[config.mk]
export PLATFORM = sky130hd
export DESIGN_NAME = modeline_ctrl
export DESIGN_NICKNAME = d
export VERILOG_FILES = /design/src/rtl/modeline_ctrl.sv
export SDC_FILE = /design/constraint.sdc
export NUM_CORES = 1
export LEC_CHECK = 0
export BUFFER_PORTS_ARGS = -buffer_cell sky130_fd_sc_hd__buf_2
export CAP_MARGIN = 20
export CORE_MARGIN = 4
export CORE_UTILIZATION = 63
export DETAILED_ROUTE_END_ITERATION = 10
export PLACE_DENSITY = 0.88
export SLEW_MARGIN = 5
export SYNTH_ARGS = -nofsm -noshare
export SYNTH_HDL_FRONTEND = slang
export SYNTH_SLANG_ARGS = --single-unit
[constraint.sdc]
create_clock -name clk -period 5.9 [get_ports clk]
set_clock_uncertainty 0.15 [all_clocks]
set_input_delay 1.18 -clock clk [delete_from_list [all_inputs] [get_ports clk]]
set_output_delay 1.18 -clock clk [all_outputs]
set_load 0.01 [all_outputs]
[src/rtl/modeline_ctrl.sv]
// Modeline shadow/active register controller: validates a committed modeline,
// waits for vertical blanking (or timeout), applies atomically and resets the sync generator.
module modeline_ctrl #(
  parameter int RST_CYCLES = 8,
  parameter int TIMEOUT    = 1048575
) (
  input  logic        clk,
  input  logic        rst,
  input  logic        clk_en,
  input  logic [3:0]  reg_addr,
  input  logic        reg_wr_en,
  input  logic [11:0] reg_dta_in,
  input  logic        v_blank,
  output logic        syncgen_rst,
  output logic [11:0] horizontal_resolution,
  output logic [11:0] horizontal_sync_start,
  output logic [11:0] horizontal_sync_end,
  output logic [11:0] horizontal_length,
  output logic [11:0] vertical_resolution,
  output logic [11:0] vertical_sync_start,
  output logic [11:0] vertical_sync_end,
  output logic [11:0] horizontal_halfline,
  output logic [11:0] vertical_length,
  output logic        interlaced,
  output logic        pixel_repetition,
  output logic        clip_display_size,
  output logic        busy,
  output logic        cfg_error
);
  localparam logic [1:0] S_RESET = 2'd0;
  localparam logic [1:0] S_IDLE  = 2'd1;
  localparam logic [1:0] S_WAIT  = 2'd2;
  localparam logic [1:0] S_APPLY = 2'd3;

  localparam int RCW = (RST_CYCLES > 1) ? $clog2(RST_CYCLES) : 1;
  localparam logic [RCW-1:0] RST_LAST = RCW'(RST_CYCLES - 1);
  localparam logic [19:0]    TMO_LAST = 20'(TIMEOUT - 1);

  // index: 0 hres 1 hss 2 hse 3 hlen 4 vres 5 vss 6 vse 7 halfline 8 vlen 9 mode
  localparam logic [9:0][11:0] DEF = {12'd0, 12'd525, 12'd0, 12'd492, 12'd490,
                                      12'd480, 12'd800, 12'd752, 12'd656, 12'd640};

  logic [1:0]        state;
  logic [RCW-1:0]    rcnt;
  logic [19:0]       tcnt;
  logic              vb_q;
  logic              err;
  logic [9:0][11:0]  sh, act;
  logic              valid, vb_edge, tmo;

  always_comb begin
    valid = (sh[0] <= sh[1]) && (sh[1] < sh[2]) && (sh[2] <= sh[3]) && (sh[3] != 12'd0) &&
            (sh[4] <= sh[5]) && (sh[5] < sh[6]) && (sh[6] <= sh[8]) && (sh[8] != 12'd0) &&
            (!sh[9][0] || (sh[7] < sh[3]));
  end

  assign vb_edge = v_blank & ~vb_q;
  assign tmo     = (tcnt == TMO_LAST);

  always_ff @(posedge clk or negedge rst) begin
    if (!rst) begin
      state <= S_RESET;
      rcnt  <= '0;
      tcnt  <= '0;
      vb_q  <= 1'b0;
      err   <= 1'b0;
      sh    <= DEF;
      act   <= DEF;
    end else if (clk_en) begin
      vb_q <= v_blank;
      case (state)
        S_RESET: begin
          if (rcnt == RST_LAST) begin
            state <= S_IDLE;
            rcnt  <= '0;
          end else begin
            rcnt <= rcnt + 1'b1;
          end
        end
        S_IDLE: begin
          if (reg_wr_en) begin
            for (int i = 0; i < 9; i++)
              if (reg_addr == 4'(i)) sh[i] <= reg_dta_in;
            if (reg_addr == 4'd9) sh[9] <= {9'd0, reg_dta_in[2:0]};
            if (reg_addr == 4'd15 && reg_dta_in[0]) begin
              if (valid) begin
                err   <= 1'b0;
                tcnt  <= '0;
                state <= S_WAIT;
              end else begin
                err <= 1'b1;
              end
            end
          end
        end
        S_WAIT: begin
          // edge and timeout together still produce a single apply
          if (vb_edge || tmo) state <= S_APPLY;
          else                tcnt  <= tcnt + 1'b1;
        end
        default: begin
          act   <= sh;
          rcnt  <= '0;
          state <= S_RESET;
        end
      endcase
    end
  end

  assign syncgen_rst           = (state != S_RESET);
  assign busy                  = (state != S_IDLE);
  assign cfg_error             = err;
  assign horizontal_resolution = act[0];
  assign horizontal_sync_start = act[1];
  assign horizontal_sync_end   = act[2];
  assign horizontal_length     = act[3];
  assign vertical_resolution   = act[4];
  assign vertical_sync_start   = act[5];
  assign vertical_sync_end     = act[6];
  assign horizontal_halfline   = act[7];
  assign vertical_length       = act[8];
  assign interlaced            = act[9][0];
  assign pixel_repetition      = act[9][1];
  assign clip_display_size     = act[9][2];
endmodule

Yosys cells after proc, flatten, opt, wreduce, memory -nomap -nowiden --
Cells that the tools add are included. Widths: inputs -> output; s select.
Word-level totals: bits in registers 249, bits in latches 0, bits in writable memories 0, memory bits (read-only) 0, bits of input ports 21, output and inout port bits 114, word-level logic and storage cells 108, memories kept 0
Cells by class: $add $sub $neg 2, $mul 0, div/mod/pow operators 0, $lt $le $gt $ge 7, eq/ne operators 21, shift operators 0, multiplexer cells 14, bitwise logic cells 4, reduce and logical (&&, ||, !) cells 35
Operator list (number):
- $mux 20 | 4
- $le 12x12->1 | 4
- $reduce_and 4->1 | 11
- $pmux 20 s2 | 1
- $lt 12x12->1 | 3
- $reduce_bool 12->1 | 2
- $add 20x1->20 const B | 1
- $eq 20x20->1 const B | 1
- $eq 4x3->1 const B | 4
- $eq 4x4->1 const B | 3
- $ne 2x2->1 const B | 6
- $reduce_and 6->1 | 2
- $mux 2 | 5
- $logic_and 1x1->1 | 9
- $eq 4x2->1 const B | 2
- $pmux 2 s3 | 1
- $pmux 3 s2 | 1
- $eq 4x1->1 const B | 1
- $logic_not 4->1 | 1
- $reduce_and 2->1 | 2
- $reduce_bool 2->1 | 2
- $add 3x1->3 const B | 1
- $eq 3x3->1 const B | 1
- $mux 3 | 1
- other kinds (11) | 14

Longest topological paths before layout --
depth in word-level cells 13, depth in mapped cells 11, gate-level depth less buffers 10

Least setup slack after synthesis --
No wires, ideal clock.
path type input-to-reg, start input clk_en, end register sh[51] (netlist name), setup time 0.125 ns, data arrival time 2.902 ns, required time 5.625 ns, slack 2.724 ns, cell stages on the path 6, buffers on the path 2, cells stage by stage clkbuf_1 -> nand2_1 -> or4_1 -> nor2_1 -> clkbuf_1 -> mux2_2
On the way: word-level cells in the longest chain between the ends 1
RTL lines:
- start: declaration | line 9 | input logic clk_en,
- $reduce_and 4->1 (no line)
- end signal: indexed assignment | line 83 | if (reg_addr == 4'(i)) sh[i] <= reg_dta_in;
- end: declaration | line 48 | logic [9:0][11:0] sh, act;
No other way between the ends. A chain may end at the register's enable or synchronous reset.

Worst setup path in the final report --
start register sh[99] (netlist name), end register tcnt[1]
On the way: word-level cells in the longest chain between the ends 6, elaborated cells between the ends (all ways) 7, those cells by class 1 x order compare; 1 x eq/ne; 5 x reduce/logical
RTL lines:
- $le 12x12->1 | line 53 | (sh[4] <= sh[5]) && (sh[5] < sh[6]) && (sh[6] <= sh[8]) && (sh[8] != 12'd0) &&
- $logic_and 1x1->1 | line 53
- $logic_and 1x1->1 * (2 in series) | line 53
- $ne 2x2->1 (no line) *
- $reduce_and 6->1 (no line) *
- end signal: assignment | line 99 | else tcnt <= tcnt + 1'b1;
- end: declaration | line 45 | logic [19:0] tcnt;
Every way passes the cells marked *; elsewhere a longest branch is shown, timed or not.

==> flow_summary.json <==
{
  "status": "finished clean",
  "setup_tns_ps": 0,
  "p_leak_nw": 6.68,
  "cp.required_ps": 6150,
  "avgRoutedWirePerCell_um": 20.2,
  "cts_tree": "yes",
  "vdd_ir_drop_max_mv": 0.359,
  "total_power_mw": 7.23,
  "synth_top_area_share_pct": 38.4,
  "rsz0062_at_grt": "no",
  "critPathCaptureType": "flop",
  "cp_max_fo": 20,
  "synth_area_per_cell_sq_um": 10.8,
  "criticalPathCategory": "flop to flop",
  "die_w_um": 146,
  "synth_cell_types": 51,
  "root_buffer": "clkbuf_16",
  "dp_cells": 1421,
  "insertion_delay_ps": 520,
  "first_global_vias": 8857,
  "synthSimpleGateAreaFrac_pct": 11.3,
  "drv_slew": 0,
  "rows": 50,
  "die_h_um": 146,
  "fin_crit_ps": 3840,
  "route.detailed.drc": 0,
  "netlist_top_cells_area": "dfrtp_1 38%, dfstp_2 15%, mux2_2 11%, ha_1 9.3%, o21ai_0 6.1%",
  "ios": 135,
  "clock.fmax_mhz": 260,
  "start_kind": "flop",
  "grt_pass1_wl_um": 47200,
  "max_stage_delay_ps": 690,
  "vias": 9002,
  "grt-ovfl-total": 0,
  "synth_edf_count": 0,
  "cts_repair_resize_count": 0,
  "min_path_type": "flop to flop",
  "relSlewSlack_pct": 39.1,
  "gp_congestion": 0.934,
  "postRouteAntennaNets": 0,
  "syn_inst": 1099,
  "synth_top_family_by_area": "multiplexers",
  "tritoncts.num_buffers": 25,
  "synth_ff_type": "dfrtp_1",
  "ctsHoldBuffers": 0,
  "cp_common_cell": "a21oi_1",
  "netlist_area_sq_mm": 0.0119,
  "cp_slowest_cell": "nor3_4",
  "clk_pin_slew_ps": 60,
  "die_area_sq_mm": 0.0212,
  "drtIter0Drc": 869,
  "fin_crit_sh_pct": 65.1,
  "synth_adder_area_share_pct": 9.35,
  "layout.nets": 1325,
  "synthXorXnorAreaFrac_pct": 0,
  "max-clock-path-buffers": 3,
  "ys_seq_area_share_pct": 53.0,
  "core_region_area_sq_mm": 0.0186,
  "grt_usage_pct": 27.5,
  "antenna_found_initial": 1,
  "area_delta_synth_final_pct": 14.4,
  "port_buffers": 134,
  "synth.mux.area_fraction_pct": 11.4,
  "grt_start_max_net_pins": 129,
  "detailed_place_hpwl_um": 20600,
  "initial_core_util_pct": 63.9,
  "placed_area_sq_mm": 0.0128,
  "via_per_inst": 6.13,
  "htreeDepth": 1,
  "power_density_mw_per_mm2": 530,
  "synth_nets": 1209,
  "crit_chain": "inv_1 > ha_1 > a21oi_1 > a21oi_1 > o311ai_0 > o2111ai_2 > nor3_4 > nor2_2 > mux2_4",
  "cts.sinks": 249,
  "async_reset_ff_share_pct": 100,
  "synth_compound_area_share_pct": 10.8,
  "hold_viol_final": 0,
  "post_cts_buffers": 0,
  "synth.most_common_cell": "dfrtp_1",
  "final_area_sq_mm": 0.0136,
  "wirelength_um": 29600,
  "synth_top_area_cell": "dfrtp_1",
  "synth_seq_cells": 249,
  "drive_above_1_share_pct": 30.7,
  "worst_slew_pin_slew_ps": 914,
  "r2r_slack_ps": 2060,
  "setup_viol": 0,
  "stdcell_count": 1468,
  "maxCapViolCount": 0,
  "yosys_warnings": 0,
  "drt_pass1_iterations": 5,
  "arrival_ps": 4100,
  "synthTopCellsByCount": "183 x dfrtp_1, 159 x nand2_1, 146 x o21ai_0"
}
[per-layer routing]
metal / GRT usage, % / vias to the layer above / wire [um]
li1: - / 4074 / -
met1: 38.1 / 4437 / 12400
met2: 44.1 / 413 / 13800
met3: 4.73 / 78 / 2190
met4: 10.8 / 0 / 1150
met5: 0 / - / 0
[critical path, delay by kind of cell (launching register included)]
| kind | cells | cell delay, ps |
|---|---|---|
| AO/OA/AOI/OAI | 4 | 1270 |
| AND/OR/NAND/NOR | 2 | 1030 |
| flip-flops | 1 | 530 |
| multiplexers | 1 | 370 |
| adder cells (fa/ha/maj) | 1 | 310 |
| buffers and inverters | 1 | 70 |
[registers in the layout (all words and copies together), names as in the netlist, 3 cells and up]
name,count
sh,111
tcnt,20
horizontal_halfline,12
horizontal_length,12
horizontal_resolution,12
horizontal_sync_end,12
horizontal_sync_start,12
vertical_length,12
vertical_resolution,12
vertical_sync_end,12
vertical_sync_start,12
rcnt,3
[layout make-up]
type	count	area (sq um)
fillers	1260	5010
clock buffers	29	671
multi-input cells	718	5120
clock inverters	16	170
well taps	234	293
diodes	1	2.50
flip-flops and latches	249	6310
inverters	80	300
repair buffers	141	762
[per-stage QoR]
stage | utilization (%) | setup slack [ps] | hold WS [ps]
global placement | 68.5 | 2200 | 307
floorplan | - | 2720 | 304
global route | 73.1 | 1830 | 341
detailed placement | 68.5 | 2080 | 317
finish | 73.1 | 2060 | 329
CTS | 73.0 | 2070 | 331
[logic make-up (layout without fill, tap and decap cells)]
| family | after synthesis | after routing |
|---|---|---|
| AND/OR/NAND/NOR | 286 | 286 |
| flip-flops | 249 | 249 |
| multiplexers | 120 | 120 |
| AO/OA/AOI/OAI | 223 | 223 |
| adder cells (fa/ha/maj) | 89 | 89 |
| other | 0 | 1 |
| buffers and inverters | 132 | 266 |
[worst paths after layout]
path	end	from	depth (start not counted)
max	tcnt[1]$_DFFE_PN0P_	sh[99]$_DFFE_PN1P_	9
min	horizontal_length[8]$_DFFE_PN1P_	horizontal_length[8]$_DFFE_PN1P_	2
max reg2reg	tcnt[1]$_DFFE_PN0P_	sh[99]$_DFFE_PN1P_	9
min reg2reg	horizontal_length[8]$_DFFE_PN1P_	horizontal_length[8]$_DFFE_PN1P_	2
max in group asynchronous	sh[109]$_DFFE_PN0P_	rst	2
min in group asynchronous	vertical_sync_start[4]$_DFFE_PN0P_	rst	1
[power by group]
part | internal (mW) | leakage [nW] | switching (mW)
Combinational | 1.11 | 3.30 | 1.53
Clock | 0.947 | 0.401 | 0.666
Sequential | 2.50 | 2.97 | 0.469
Total | 4.56 | 6.68 | 2.67
[cell usage in the layout, fill, tap and decap left out, types with 5 or more instances in the layout]
master	count
clkinvlp_4	6
nand3_1	28
mux2_2	117
clkinv_2	7
nor4_1	8
nand2_1	158
nor2b_1	5
o21ai_0	146
o22a_1	5
clkbuf_16	25
dfrtp_1	183
nor3_1	6
nand4_1	18
or4_1	7
ha_1	89
buf_2	133
o21a_1	14
o211ai_1	6
or3_1	11
a21oi_1	23
dfstp_2	66
a211oi_1	5
inv_1	80
nand2b_1	6
nor2_1	19
No activity file was read; power rests on OpenSTA's default activity.
